File: src/rtl/cmp_pkg.sv
// cmp_pkg
//   Shared definitions for the sequential magnitude comparator:
//   FSM state encoding, one-hot result codes {aeb, agb, alb} and a
//   helper that sizes the bit counter.
package cmp_pkg;

  typedef enum logic [1:0] {
    IDLE = 2'd0,
    RUN  = 2'd1,
    DONE = 2'd2
  } state_t;

  // Result codes, bit order {aeb, agb, alb}
  localparam logic [2:0] CMP_RES_NONE = 3'b000;
  localparam logic [2:0] CMP_RES_EQ   = 3'b100;
  localparam logic [2:0] CMP_RES_GT   = 3'b010;
  localparam logic [2:0] CMP_RES_LT   = 3'b001;

  // Counter width: $clog2(w), but never narrower than one bit
  function automatic int cnt_width(input int w);
    return (w > 1) ? $clog2(w) : 1;
  endfunction

endpackage

File: src/rtl/cmp_bit_cell.sv
// cmp_bit_cell
//   Combinational single-bit unsigned compare.
// Ports
//   a, b   in   operand bits
//   eq     out  a == b
//   gt     out  a > b  (a=1, b=0)
//   lt     out  a < b  (a=0, b=1)
module cmp_bit_cell
  import cmp_pkg::*;
(
  input  logic a,
  input  logic b,
  output logic eq,
  output logic gt,
  output logic lt
);

  assign eq = ~(a ^ b);
  assign gt = a & ~b;
  assign lt = ~a & b;

endmodule

File: src/rtl/cmp_seq_mag.sv
// cmp_seq_mag
//   Sequential unsigned magnitude comparator. Operands are captured on an
//   accepted start, then compared one bit per cycle, MSB first. Registered
//   one-hot result flags {aeb, agb, alb} update only on entry to DONE, and
//   done pulses for one cycle while they are fresh.
// Parameters
//   WIDTH   operand width in bits (>= 1)
// Ports
//   clk     in   rising-edge clock
//   rst     in   asynchronous active-high reset
//   start   in   compare request, only honoured in IDLE
//   a, b    in   WIDTH-bit operands, captured on the accepted start edge
//   busy    out  high in RUN and DONE
//   done    out  one-cycle pulse, flags valid
//   aeb     out  a == b
//   agb     out  a > b
//   alb     out  a < b
// Configuration
//   CMP_SEQ_EARLY_EXIT_EN  defined: RUN ends on the first differing bit.
//                          undefined: always WIDTH RUN cycles; the first
//                          difference is held in a sticky decided flag.
module cmp_seq_mag
  import cmp_pkg::*;
#(
  parameter int WIDTH = 8
) (
  input  logic             clk,
  input  logic             rst,
  input  logic             start,
  input  logic [WIDTH-1:0] a,
  input  logic [WIDTH-1:0] b,
  output logic             busy,
  output logic             done,
  output logic             aeb,
  output logic             agb,
  output logic             alb
);

  localparam int CW = cnt_width(WIDTH);

  state_t           state;
  state_t           state_nxt;
  logic [WIDTH-1:0] sa;
  logic [WIDTH-1:0] sb;
  logic [CW-1:0]    cnt;
  logic [2:0]       res;

  logic             bit_eq;
  logic             bit_gt;
  logic             bit_lt;
  logic [2:0]       bit_res;
  logic             last_bit;
  logic             finish;
  logic [2:0]       final_res;

  cmp_bit_cell u_cell (
    .a  (sa[WIDTH-1]),
    .b  (sb[WIDTH-1]),
    .eq (bit_eq),
    .gt (bit_gt),
    .lt (bit_lt)
  );

  assign bit_res  = bit_gt ? CMP_RES_GT : (bit_lt ? CMP_RES_LT : CMP_RES_EQ);
  assign last_bit = (cnt == '0);

`ifdef CMP_SEQ_EARLY_EXIT_EN
  // The bit under examination is the first unequal one whenever it differs,
  // since any earlier difference would already have ended RUN.
  assign finish    = !bit_eq || last_bit;
  assign final_res = bit_res;
`else
  logic       decided;
  logic [2:0] dec_res;

  // A difference seen earlier outranks whatever the lower bits say.
  assign finish    = last_bit;
  assign final_res = decided ? dec_res : bit_res;

  always_ff @(posedge clk or posedge rst) begin
    if (rst) begin
      decided <= 1'b0;
      dec_res <= CMP_RES_NONE;
    end else if (state == IDLE) begin
      if (start) begin
        decided <= 1'b0;
      end
    end else if (state == RUN) begin
      if (!decided && !bit_eq) begin
        decided <= 1'b1;
        dec_res <= bit_res;
      end
    end
  end
`endif

  always_ff @(posedge clk or posedge rst) begin
    if (rst) begin
      state <= IDLE;
    end else begin
      state <= state_nxt;
    end
  end

  always_comb begin
    state_nxt = state;
    case (state)
      IDLE:    if (start) state_nxt = RUN;
      RUN:     if (finish) state_nxt = DONE;
      DONE:    state_nxt = IDLE;
      default: state_nxt = IDLE;
    endcase
  end

  // Datapath: load on accept, shift/count in RUN, result latched on the
  // RUN edge that enters DONE so flags hold everywhere else.
  always_ff @(posedge clk or posedge rst) begin
    if (rst) begin
      sa  <= '0;
      sb  <= '0;
      cnt <= '0;
      res <= CMP_RES_NONE;
    end else begin
      case (state)
        IDLE: begin
          if (start) begin
            sa  <= a;
            sb  <= b;
            cnt <= CW'(WIDTH - 1);
          end
        end
        RUN: begin
          sa  <= sa << 1;
          sb  <= sb << 1;
          cnt <= cnt - 1'b1;
          if (finish) begin
            res <= final_res;
          end
        end
        default: ;
      endcase
    end
  end

  assign busy = (state != IDLE);
  assign done = (state == DONE);
  assign {aeb, agb, alb} = res;

endmodule

File: config.mk
export PLATFORM = sky130hd
export DESIGN_NAME = cmp_seq_mag
export DESIGN_NICKNAME = d
export VERILOG_FILES = /design/src/rtl/cmp_pkg.sv /design/src/rtl/cmp_bit_cell.sv /design/src/rtl/cmp_seq_mag.sv
export SDC_FILE = /design/constraint.sdc
export NUM_CORES = 1
export LEC_CHECK = 0
export BUFFER_PORTS_ARGS = -buffer_cell sky130_fd_sc_hd__buf_2
export CAP_MARGIN = 20
export CORE_ASPECT_RATIO = 1.25
export CORE_MARGIN = 2
export CORE_UTILIZATION = 28
export CTS_CLUSTER_DIAMETER = 40
export CTS_CLUSTER_SIZE = 10
export DETAILED_ROUTE_END_ITERATION = 6
export PLACE_DENSITY_LB_ADDON = 0.08
export SETUP_SLACK_MARGIN = 0.1
export SYNTH_ARGS = -nofsm -noshare
export SYNTH_HDL_FRONTEND = slang
export SYNTH_SLANG_ARGS = --single-unit
File: constraint.sdc
create_clock -name clk -period 1.95 [get_ports clk]
set_input_delay 0.0975 -clock clk [delete_from_list [all_inputs] [get_ports clk]]
set_output_delay 0.0975 -clock clk [all_outputs]
set_load 0.05 [all_outputs]
==> reports/metrics.cfg <==
[outcome]
status = completed

[clock_network]
cts.sinks = 28
clkTransAtPathRegs_ns = 0.10
clk_latency_ns = 0.27
cts_root_buffer = clkbuf_8
clock_path_buffers = 2
tritoncts = built
cts_max_level = 1
postCtsResizedCells = 0
numCtsBuffers = 3

[sta]
grt_setup_unrepaired = false
fin_crit_ns = 1.668
whs_ns = 0.05657
slew-limit-headroom_pct = 68.44
fin_ws_ns = 0.2823
finClkSkew_ns = 0.002782
tightest_slew_ns = 0.4729
tns_ns = 0
hold_viol = 0
max_freq_ghz = 0.5996
drv_slew = 0
finalSetupViolCount = 0
post-route-period-util_pct = 85.52

[floorplanning]
start_util_pct = 29.07
dieArea_um2 = 5529
design.portCount = 24
die_height_um = 82.64
num_rows = 28
die-width_um = 66.91
coreArea_um2 = 4765

[global_route]
grt_pass1_wl_um = 5375
grt_max_degree = 29
antenna_found_initial = 0
grt_overflow = 0
grt_use_total_pct = 12.97
first_global_vias = 1100

[route]
postRouteWirelength_um = 3217
via_per_inst = 5.000
drc = 0
vias = 1120
wl_per_cell_um = 14.36
dr.pass1.iters = 4
drt_iter0_markers = 33
antenna_left = 0

[run]
drv_cap = 0

[worst_setup_path]
slowest_delay_ns = 0.55
timing.rr.end = dec_res[1]
end_kind = output pin
cp.required_ns = 1.85
cp.arrival_ns = 1.57
slowest_stage = dfrtp_1
regToRegSetupSlack_ns = 0.41
r2r_start = sb[7]
cp_max_fo = 14
rr_worst_depth = 4
crit_type = reg -> out
worstPathCellList = inv_1, nor2_1, buf_2
start_kind = register

[logic_synthesis]
ys_types = 25
synth_top_area_cell = dfrtp_1
ys_warn_count = 0
async_reset_ff_share_pct = 100.0
synth.area.top_cells = dfrtp_1, nor3_1, o22ai_1
synthCells = 144
netlist_area_um2 = 1385
synth_top_area_share_pct = 50.59
synthFlopType = dfrtp_1
synthTopCellsByCount = nor3_1, dfrtp_1, o22ai_1
syn-num-nets = 167
seq_area_frac_synth_pct = 50.59
avgSynthCellArea_um2 = 9.619
synth_seq_cells = 28
yosysMostFrequentCell = nor3_1
synth_edf_count = 0

[power_and_ir_drop]
powerDensity_nw_per_um2 = 1515
vdd_ir_drop_max_mv = 0.4067
power.leakage_uw = 0.0007227

[place]
dpl_worst_slack_ns = 0.4274
gp_congestion = 0.7310
port_buffers = 23
dp_hpwl_um = 2256

[min_path]
worstHoldPathType = in -> reg
min_to = sa[0]
whs_path_depth = 3
worstHoldStart = a[0]

[finish]
fin_util_pct = 33.74
regArea_um2 = 700.7
nNetsFinal = 188
drive_above_1_share_pct = 22.56
antennaDiodeCount = 0
multi_input_area_um2 = 584.3
area_growth_pct = 16.08
fillers = 529

-- final cells by class --
| type | instances | share of cell area (%) |
|---|---|---|
| clock buffers | 4 | 3.424 |
| multi-input cells | 95 | 36.34 |
| repair buffers | 29 | 10.12 |
| flip-flops and latches | 28 | 43.58 |
| well taps | 60 | 4.669 |
| inverters | 8 | 1.868 |
-- routing by layer --
metal / up-vias / routed length, µm / GRT usage (%)
li1: 553 / - / -
met1: 548 / 1533 / 16.31
met2: 17 / 1551 / 22.40
met3: 2 / 106 / 2.304
met4: 0 / 25 / 4.286
met5: - / 0 / 0
-- flip-flops by register name, indices dropped and copies added, names as in the netlist --
name / flops
cnt: 3
dec_res: 3
decided: 1
res: 3
sa: 8
sb: 8
state: 2
-- repair_timing --
item | in CTS | in global routing
endpoints found under the hold margin | 28 | 0
buffers inserted | 0 | 0
hold buffers | 1 | 0
endpoints found under the setup margin | 0 | 0
-- report_power, final --
part	switching (µW)	total, µW	leakage, µW	internal (µW)
clock	185	366	0.0000288	181
sequential	210	1040	0.000335	833
combinational	611	1030	0.000359	417
-- cells by family (layout without fill, tap and decap cells) --
kind of cell	count (synthesis)	in the layout	share of synthesized area (%)
and+or+nand+nor	59	59	22.13
DFF	28	28	50.59
AOI/OAI and AO/OA	26	26	11.83
buffers and inverters	21	41	7.226
muxes	6	6	4.607
adders and majority gates	4	4	3.614
-- critical path, delay by kind of cell (launching register included) --
kind	cells	cell delay, ns
buf+inv	2	0.58
flops	1	0.55
simple gates	1	0.16
-- how the worst max path moves through the flow --
stage | to | from
global route | done | state[1]
finish | done | state[1]
floorplan | sa[6] | state[1]
detailed placement | dec_res[1] | sb[7]
CTS | done | state[1]
global placement | dec_res[1] | sb[7]
-- stage by stage --
stage / power [µW] / instances / area [µm²]
after floorplan: 1845 / 144 / 1385
after global placement: 2060 / 219 / 1543
after detailed placement: 2096 / 219 / 1543
after CTS: 2468 / 224 / 1608
after global routing: 2633 / 224 / 1608
final: 2437 / 224 / 1608
-- cell usage in the layout, fill, tap and decap left out --
cell type and count:
ha_1 4, mux2_1 1, o21ai_0 6, nand2b_1 2
nor2_1 7, a2bb2oi_1 2, nor3_2 1, a311oi_1 1
and4bb_2 1, a21oi_1 3, inv_1 8, mux2i_1 3
nor2b_1 2, or2_1 1, dfrtp_1 28, nor3_1 39
nand3b_1 1, clkbuf_8 4, buf_4 5, buf_2 23
o221a_2 1, dlygate4sd3_1 1, mux2_2 2, o22ai_1 13
nand2_1 4, or3b_1 1
No activity file was read; power rests on OpenSTA's default activity.
